## src/rtl/btn_debounce.sv

```systemverilog
// Push-button conditioner: per-button two-flop synchroniser, stable-time debouncer,
// registered level/press/release outputs and optional auto-repeat of press pulses.
module btn_debounce #(
  parameter int                N_BTN           = 5,
  parameter int                DEBOUNCE_CYC    = 330000,
  parameter int                REPEAT_DLY_CYC  = 16500000,
  parameter int                REPEAT_RATE_CYC = 3300000,
  parameter logic [N_BTN-1:0]  REPEAT_MASK     = 5'b01111
) (
  input  logic             clk,
  input  logic             rst_n,
  input  logic [N_BTN-1:0] btn_raw,
  output logic [N_BTN-1:0] btn_level,
  output logic [N_BTN-1:0] btn_press,
  output logic [N_BTN-1:0] btn_release
);

  localparam int DB_W    = ($clog2(DEBOUNCE_CYC) < 1) ? 1 : $clog2(DEBOUNCE_CYC);
  localparam int REP_MAX = (REPEAT_DLY_CYC > REPEAT_RATE_CYC) ? REPEAT_DLY_CYC : REPEAT_RATE_CYC;
  localparam int REP_W   = ($clog2(REP_MAX) < 1) ? 1 : $clog2(REP_MAX);

  localparam logic [DB_W-1:0]  DB_LAST   = DB_W'(DEBOUNCE_CYC - 1);
  localparam logic [REP_W-1:0] DLY_LAST  = REP_W'(REPEAT_DLY_CYC - 1);
  localparam logic [REP_W-1:0] RATE_LAST = REP_W'(REPEAT_RATE_CYC - 1);

  typedef enum logic [1:0] {
    IDLE   = 2'd0,
    DELAY  = 2'd1,
    REPEAT = 2'd2
  } rep_state_t;

  for (genvar i = 0; i < N_BTN; i++) begin : g_btn
    logic             sync1;
    logic             sync2;
    logic             stable;
    logic [DB_W-1:0]  db_cnt;
    logic             level_q;
    logic             press_q;
    logic             release_q;
    logic             rise;
    logic             fall;
    logic             rep_fire;
    rep_state_t       state;
    rep_state_t       state_nx;
    logic [REP_W-1:0] rep_cnt;
    logic [REP_W-1:0] rep_cnt_nx;

    // stable is the debounced level one cycle ahead of the registered output
    always_ff @(posedge clk) begin
      if (!rst_n) begin
        sync1  <= 1'b0;
        sync2  <= 1'b0;
        stable <= 1'b0;
        db_cnt <= '0;
      end else begin
        sync1 <= btn_raw[i];
        sync2 <= sync1;
        if (sync2 == stable) begin
          db_cnt <= '0;
        end else if (db_cnt == DB_LAST) begin
          stable <= sync2;
          db_cnt <= '0;
        end else begin
          db_cnt <= db_cnt + 1'b1;
        end
      end
    end

    assign rise = stable & ~level_q;
    assign fall = ~stable & level_q;

    always_ff @(posedge clk) begin
      if (!rst_n) begin
        state   <= IDLE;
        rep_cnt <= '0;
      end else begin
        state   <= state_nx;
        rep_cnt <= rep_cnt_nx;
      end
    end

    // a debounced fall always wins over a repeat pulse due in the same cycle
    always_comb begin
      state_nx   = state;
      rep_cnt_nx = rep_cnt;
      rep_fire   = 1'b0;
      case (state)
        IDLE: begin
          if (rise && REPEAT_MASK[i]) begin
            state_nx   = DELAY;
            rep_cnt_nx = '0;
          end
        end
        DELAY: begin
          if (fall) begin
            state_nx   = IDLE;
            rep_cnt_nx = '0;
          end else if (rep_cnt == DLY_LAST) begin
            state_nx   = REPEAT;
            rep_cnt_nx = '0;
            rep_fire   = 1'b1;
          end else begin
            rep_cnt_nx = rep_cnt + 1'b1;
          end
        end
        REPEAT: begin
          if (fall) begin
            state_nx   = IDLE;
            rep_cnt_nx = '0;
          end else if (rep_cnt == RATE_LAST) begin
            rep_cnt_nx = '0;
            rep_fire   = 1'b1;
          end else begin
            rep_cnt_nx = rep_cnt + 1'b1;
          end
        end
        default: begin
          state_nx   = IDLE;
          rep_cnt_nx = '0;
        end
      endcase
    end

    always_ff @(posedge clk) begin
      if (!rst_n) begin
        level_q   <= 1'b0;
        press_q   <= 1'b0;
        release_q <= 1'b0;
      end else begin
        level_q   <= stable;
        press_q   <= rise | rep_fire;
        release_q <= fall;
      end
    end

    assign btn_level[i]   = level_q;
    assign btn_press[i]   = press_q;
    assign btn_release[i] = release_q;
  end

endmodule

```

## config.mk

```make
export PLATFORM = sky130hd
export DESIGN_NAME = btn_debounce
export DESIGN_NICKNAME = d
export VERILOG_FILES = /design/src/rtl/btn_debounce.sv
export SDC_FILE = /design/constraint.sdc
export NUM_CORES = 1
export LEC_CHECK = 0
export CAP_MARGIN = 20
export CORE_ASPECT_RATIO = 1.4
export CORE_MARGIN = 2
export CORE_UTILIZATION = 50
export CTS_BUF_LIST = sky130_fd_sc_hd__clkbuf_8
export DETAILED_ROUTE_END_ITERATION = 10
export PLACE_DENSITY_LB_ADDON = 0.3
export SLEW_MARGIN = 20
export SYNTH_ARGS = -nofsm -noshare
export SYNTH_HDL_FRONTEND = slang
export SYNTH_SLANG_ARGS = --single-unit
export TNS_END_PERCENT = 1
```

## constraint.sdc

```tcl
create_clock -name clk -period 2.5 [get_ports clk]
set_input_delay 0.25 -clock clk [delete_from_list [all_inputs] [get_ports clk]]
set_output_delay 0.25 -clock clk [all_outputs]
set_load 0.03 [all_outputs]
```

==> run_results.csv, run 1 <==
group,metric,value,unit
synth,synth_edf_count,0,
floorplanning,initial_utilization,0.5086,
setup_path,r2r_start,"g_btn[1].rep_cnt[5]",
place,place.port_buffers,21,
floorplanning,rows,64,
detailed_routing,drt_iter0_markers,488,
pwr,switching_power,1.693,mW
finish,layout-drive-gt1-share,0.08743,
floorplanning,core_area,21860,sq um
setup_path,path_cells,"or4_1 > nor4_4 > a21oi_1 > o211a_2 > a31oi_1 > o31ai_1",
cts,cts.repair.resized,0,
detailed_routing,ant_nets,0,
pwr,p_leak,4.250,nW
pwr,clkPwrFrac,0.436,
synth,ys.flop_type,"dfxtp_1",
sta,final-hold-violation-count,0,
detailed_routing,first_pass_iters,5,
synth,yosysTopAreaCell,"dfxtp_1",
pwr,p_per_area,570.7,nW/um^2
setup_path,worstReg2RegEnd,"g_btn[1].rep_cnt[21]",
synth,synth.distinct_cells,81,
finish,instances_no_fill,1681,
cts,clock-sinks,229,
setup_path,worst-r2r-cell-count,6,
detailed_routing,route.detailed.drc,0,
synth,syn-num-nets,1346,
outcome,status,"finished clean",
global_route,grt_pass1_vias,9269,
setup_path,crit_type,"reg2reg",
detailed_routing,postRouteWirelength,23.83,mm
synth,yosys-top-cells-area,"dfxtp_1, nor2_1, xor2_1",
cts,htreeDepth,2,
sta,setup_viol,0,
hold_path,worstHoldPathCells,2,
setup_path,cp.arrival,2720,ps
pwr,combPwrFrac,0.044,
finish,nets,1387,
cts,cts_root_buf,"clkbuf_8",
setup_path,worstSetupStartpointType,"register",
cts,clk_latency,530,ps
floorplanning,die_area,23460,sq um
synth,netlist_instances,1318,
sta,fin_skew,16.01,ps
cts,postCtsSetupBuffers,0,
place,dpl.hpwl,16.64,mm
synth,avgSynthCellArea,8.436,sq um
synth,ys_warn_count,0,
global_route,gr-total-overflow,0,
setup_path,ff2ff_setup_slack,190,ps
hold_path,worstHoldStart,"rst_n",
place,place_inst,1616,
global_route,grt_max_degree,43,
pwr,power,7.084,mW
floorplanning,die_w,130.0,um
finish,antenna_cells,0,
run,cap_violations,0,
finish,area_growth,11.64,%
place,pre_cts_ws,141.3,ps
synth,synth_top_area_frac,0.4123,
cts,cts_buffers,38,
cts,clkTransAtPathRegs,60,ps
sta,period_share,0.9222,
finish,fillers,2001,
detailed_routing,vias_per_cell,5.632,
sta,rsz0062_at_grt,"false",
floorplanning,io_pins,22,
pwr,seq_power_share,0.520,
sta,fmax,433.7,MHz
setup_path,crit_slowest_cell,"or4_1",
floorplanning,fp.dieH,180.4,um
setup_path,critPathMaxStageDelay,570,ps
setup_path,cp.required,2910,ps
place,place.gp.congestion,0.9060,
pwr,p_int,5.391,mW
cts,cts_tree,"yes",
global_route,antenna_found_initial,0,
global_route,grt_pass1_wl,41.54,mm
setup_path,cp_max_fo,8,
sta,slew_headroom,0.4731,
synth,ys_ff_latch,229,
sta,tightest_slew,787.4,ps
sta,final.min_clock_period,2306,ps
pwr,swShare,0.2390,
detailed_routing,wire_per_inst,14.18,um
global_route,grtUsageTotal,0.2074,
cts,clock_tree.buffer_depth,3,
synth,syn_area,11120,sq um
synth,ys_async_sr_fraction,0,
setup_path,endpoint_kind,"register",
pwr,peakVddDrop,0.3775,mV
sta,tns,0,ps
detailed_routing,vias,9467,
hold_path,min_to,"g_btn[3].level_q",
hold_path,hold_class,"in2reg",
cts,ctsHoldBuffers,0,
sta,layout_setup_ws,194.4,ps
synth,seq_area_frac_synth,0.4123,
sta,slew_viol_final,0,
==> placed cells by master, fill, tap and decap left out, drive strengths merged, types with 16 or more instances in the layout <==
cell / synthesis / final
and3: 43 / 43
nor4b: 17 / 17
clkbuf: 29 / 45
nand2: 121 / 121
nand3: 94 / 94
xnor2: 49 / 49
nor3: 24 / 24
nand4: 45 / 45
a21oi: 35 / 35
nor4: 25 / 25
dfxtp: 229 / 229
clkdlybuf4s50: 0 / 20
buf: 27 / 37
inv: 36 / 52
ha: 21 / 21
xor2: 61 / 61
o21ai: 45 / 45
nor2: 191 / 191
or3: 19 / 19
and4: 16 / 16
and2: 29 / 29
==> routing by layer <==
metal,global-route usage,routed length [um],up-vias
met3,0.03385,893,83
met4,0.09677,919,0
met1,0.2530,10330,4392
met2,0.3525,11690,211
met5,0,0,-
li1,-,-,4781
==> state kept, by name, summed over array words and instances (netlist names) <==
register and flops:
g_btn.level_q 5, g_btn.press_q 5, g_btn.db_cnt 95, g_btn.stable 5, g_btn.sync1 5, g_btn.rep_cnt 96, g_btn.state 8, g_btn.release_q 5
g_btn.sync2 5
==> power groups by stage <==
stage | Clock, mW | Sequential [mW] | Combinational, mW
after floorplan | 0 | 3.76 | 0.214
after global placement | 0 | 3.76 | 0.300
after detailed placement | 0 | 3.76 | 0.305
after CTS | 3.18 | 3.68 | 0.306
after global routing | 3.34 | 3.68 | 0.346
final | 3.09 | 3.68 | 0.312
==> worst max-delay path: cells and delay by family, from the launching register on <==
| kind | cells | cell delay (ps) |
|---|---|---|
| flops | 1 | 340 |
| compound gates | 4 | 900 |
| simple gates | 2 | 940 |
==> metrics by stage <==
step / cell area, sq um / utilization / hold WS, ps
4_1_cts: 12390 / 0.5669 / 20.40
3_3_place_gp: 11680 / 0.5344 / 414.0
3_5_place_dp: 11680 / 0.5344 / 421.7
6_report: 12410 / 0.5678 / 43.00
5_1_grt: 12410 / 0.5678 / 44.88
2_1_floorplan: 11120 / - / 377.3
==> layout make-up <==
class | instances | area (sq um) | share of cell area
Tap cell | 297 | 371.6 | 0.02994
Clock inverter | 20 | 90.09 | 0.007258
Multi-Input combinational cell | 997 | 6123 | 0.4933
Sequential cell | 229 | 4584 | 0.3694
Clock buffer | 45 | 619.3 | 0.04990
Timing Repair Buffer | 57 | 488.0 | 0.03931
Inverter | 36 | 135.1 | 0.01089
==> cell usage after synthesis, types with 3 or more instances <==
| cell type | count |
|---|---|
| buf_4 | 17 |
| xnor2_1 | 49 |
| or4_1 | 7 |
| clkbuf_1 | 29 |
| nand2b_1 | 9 |
| dfxtp_1 | 229 |
| and2_1 | 27 |
| inv_1 | 36 |
| a21o_1 | 3 |
| nor4_1 | 23 |
| or2_2 | 4 |
| or4_4 | 3 |
| buf_1 | 3 |
| or3_1 | 19 |
| xor2_1 | 61 |
| buf_2 | 5 |
| nor2_1 | 190 |
| a22o_1 | 15 |
| o21ai_0 | 39 |
| nor3_1 | 23 |
| o21a_1 | 3 |
| o22ai_1 | 5 |
| o21ai_1 | 3 |
| o2111ai_1 | 3 |
| nor4b_1 | 17 |
| o211ai_1 | 4 |
| o31ai_1 | 13 |
| a21oi_1 | 33 |
| ha_1 | 21 |
| nand2_1 | 120 |
| nand3b_1 | 4 |
| a31oi_1 | 13 |
| nand4b_1 | 6 |
| nand4_1 | 45 |
| nand3_1 | 94 |
| and3_1 | 43 |
| nor2b_1 | 6 |
| o311ai_1 | 5 |
| o41ai_1 | 3 |
| and4_1 | 16 |
| mux2i_1 | 15 |
==> kinds of logic after synthesis <==
kind of cell,count (synthesis),synth area share
compound gates,173,0.1079
xor+xnor,110,0.08665
fa+ha+maj,23,0.02543
buf+inv,92,0.03871
flops,229,0.4123
mux,15,0.01350
simple gates,676,0.3154
==> how the worst max path moves through the flow <==
stage	start	end	slack, ps	depth (start not counted)
floorplan	g_btn[2].rep_cnt[7]	g_btn[2].rep_cnt[10]	370	7
CTS	g_btn[2].rep_cnt[0]	g_btn[2].rep_cnt[14]	130	8
detailed placement	g_btn[2].rep_cnt[0]	g_btn[2].rep_cnt[14]	140	8
finish	g_btn[1].rep_cnt[5]	g_btn[1].rep_cnt[21]	190	6
global placement	g_btn[3].rep_cnt[5]	g_btn[3].rep_cnt[11]	240	6
global route	g_btn[0].rep_cnt[9]	g_btn[0].rep_cnt[13]	10	7
No activity file was read; power rests on OpenSTA's default activity.
==> inputs of run 2 (changes only) <==
--- a/config.mk
+++ b/config.mk
@@ -9,7 +9,7 @@
 export CORE_ASPECT_RATIO = 1.4
 export CORE_MARGIN = 2
 export CORE_UTILIZATION = 50
-export CTS_BUF_LIST = sky130_fd_sc_hd__clkbuf_8
+export CTS_BUF_LIST = sky130_fd_sc_hd__clkbuf_4
 export DETAILED_ROUTE_END_ITERATION = 10
 export PLACE_DENSITY_LB_ADDON = 0.3
 export SLEW_MARGIN = 20
==> run 2 against run 1 <==
Wire length up 0.57%. Critical path type unchanged. Worst setup slack worse by 24 ps. Sequential power about the same.
==> run_results.csv, run 2 (synthesis results as in run 1) <==
group,metric,value,unit
detailed_routing,first_pass_iters,7,
cts,cts_tree,"yes",
detailed_routing,m1WireLength,10.03,mm
detailed_routing,vias_per_cell,5.615,
finish,reg_top3,"g_btn.rep_cnt x96, g_btn.db_cnt x95, g_btn.state x8",
cts,cts_buffers,57,
sta,rsz0062_at_grt,"false",
setup_path,cp_max_fo,10,
place,place.port_buffers,21,
setup_path,worstSetupStartpointType,"register",
finish,nets,1407,
detailed_routing,top_layer_used,"met4",
global_route,antenna_found_initial,1,
finish,layout-drive-gt1-share,0.1075,
finish,largest_reg_flops,96,
finish,area_growth,11.16,%
pwr,peakVddDrop,0.5010,mV
setup_path,endpoint_kind,"register",
outcome,status,"finished clean",
sta,tns,0,ps
pwr,power,6.831,mW
sta,fmax,429.3,MHz
floorplanning,fp.dieH,180.4,um
sta,slew_viol_final,0,
setup_path,cp.required,3060,ps
cts,htreeDepth,2,
cts,clock_tree.buffer_depth,3,
detailed_routing,dr_wl_met2,11.97,mm
detailed_routing,dr_wl_met3,1.120,mm
floorplanning,io_pins,22,
cts,clkTransAtPathRegs,70,ps
finish,largest-register,"g_btn.rep_cnt",
sta,holdWs,146.8,ps
cts,clk_latency,690,ps
global_route,grtUsageTotal,0.2090,
hold_path,hold_class,"in2reg",
global_route,gr-total-overflow,0,
floorplanning,rows,64,
floorplanning,core_area,21860,sq um
pwr,p_leak,4.223,nW
finish,fillers,2008,
global_route,grt_max_degree,43,
finish,final_cell_mix,"dfxtp_1, nor2_1, nand2_1",
sta,setup_viol,0,
setup_path,cp.arrival,2890,ps
place,dpl.hpwl,16.64,mm
detailed_routing,route.detailed.drc,0,
sta,period_share,0.9317,
cts,cts_root_buf,"clkbuf_4",
place,pre_cts_ws,141.3,ps
detailed_routing,drt_iter0_markers,472,
detailed_routing,wire_per_inst,14.00,um
finish,final_common_cell,"dfxtp_1",
floorplanning,die_w,130.0,um
run,cap_violations,0,
floorplanning,die_area,23460,sq um
sta,fin_skew,52.77,ps
cts,clock-sinks,229,
sta,tightest_slew,755.6,ps
sta,slew_headroom,0.4944,
place,place.gp.congestion,0.9060,
global_route,grt_pass1_vias,9415,
global_route,grt_pass1_wl,41.79,mm
sta,layout_setup_ws,170.8,ps
setup_path,crit_type,"reg2reg",
sta,final-hold-violation-count,0,
pwr,p_per_area,552.7,nW/um^2
detailed_routing,ant_nets,0,
detailed_routing,postRouteWirelength,23.97,mm
detailed_routing,vias,9613,
floorplanning,initial_utilization,0.5086,
sta,final.min_clock_period,2329,ps
[run 2: cell count changes in the layout (fill, tap and decap cells not counted), sizes merged]
cell,delta
dlygate4sd3,+1
clkbuf,+29
clkinv,+15
clkinvlp,-1
inv,-14
diode,+1
[run 2: power breakdown]
group | switching [mW] | total, mW | internal (mW) | leakage (nW)
combinational | 0.221 | 0.313 | 0.0921 | 1.99
sequential | 0.0120 | 3.68 | 3.67 | 1.85
clock | 1.46 | 2.84 | 1.38 | 0.385
[run 2: metal layers]
layer / global-route usage / vias up
met1: 0.2469 / 4452
li1: - / 4840
met2: 0.3590 / 245
met3: 0.04038 / 76
met4: 0.09935 / 0
met5: 0 / -
[run 2: timing repair]
item | 4_1_cts | 5_1_grt
endpoints found under the setup margin | 0 | 14
resized for setup | 0 | 3
setup buffers | 0 | 0
hold buffers | 1 | 0
endpoints found under the hold margin | 2 | 0
[run 2: worst max-delay path, stage by stage (launching register included)]
cell and delay (ps):
dfxtp_1 420, or4b_1 450, or4_4 540, o2111ai_1 320
a21oi_2 210, a22oi_1 180, nand2_1 70
[run 2: worst paths after layout]
path | start | to | slack [ps] | depth (start not counted)
worst min-delay path | btn_raw[1] | g_btn[1].sync1 | 150 | 2
worst max-delay path | g_btn[2].rep_cnt[23] | g_btn[2].rep_cnt[4] | 170 | 6
worst min register to register | g_btn[4].sync1 | g_btn[4].sync2 | 430 | 1
worst max register to register | g_btn[2].rep_cnt[23] | g_btn[2].rep_cnt[4] | 170 | 6
[run 2: area by class of cell]
type,instances,area (sq um),area share
inverters,36,135.1,0.01093
well taps,297,371.6,0.03007
clock buffers,74,555.5,0.04495
clock inverters,20,88.84,0.007188
diodes,1,2.502,0.0002025
flip-flops and latches,229,4584,0.3709
multi-input cells,997,6123,0.4954
repair buffers,58,498.0,0.04029
[run 2: stage by stage]
step / std cells / utilization / area, sq um
after floorplan: 1318 / - / 11120
after global placement: 1616 / 0.5344 / 11680
after detailed placement: 1616 / 0.5344 / 11680
after CTS: 1711 / 0.5643 / 12340
after global routing: 1712 / 0.5654 / 12360
final: 1712 / 0.5654 / 12360
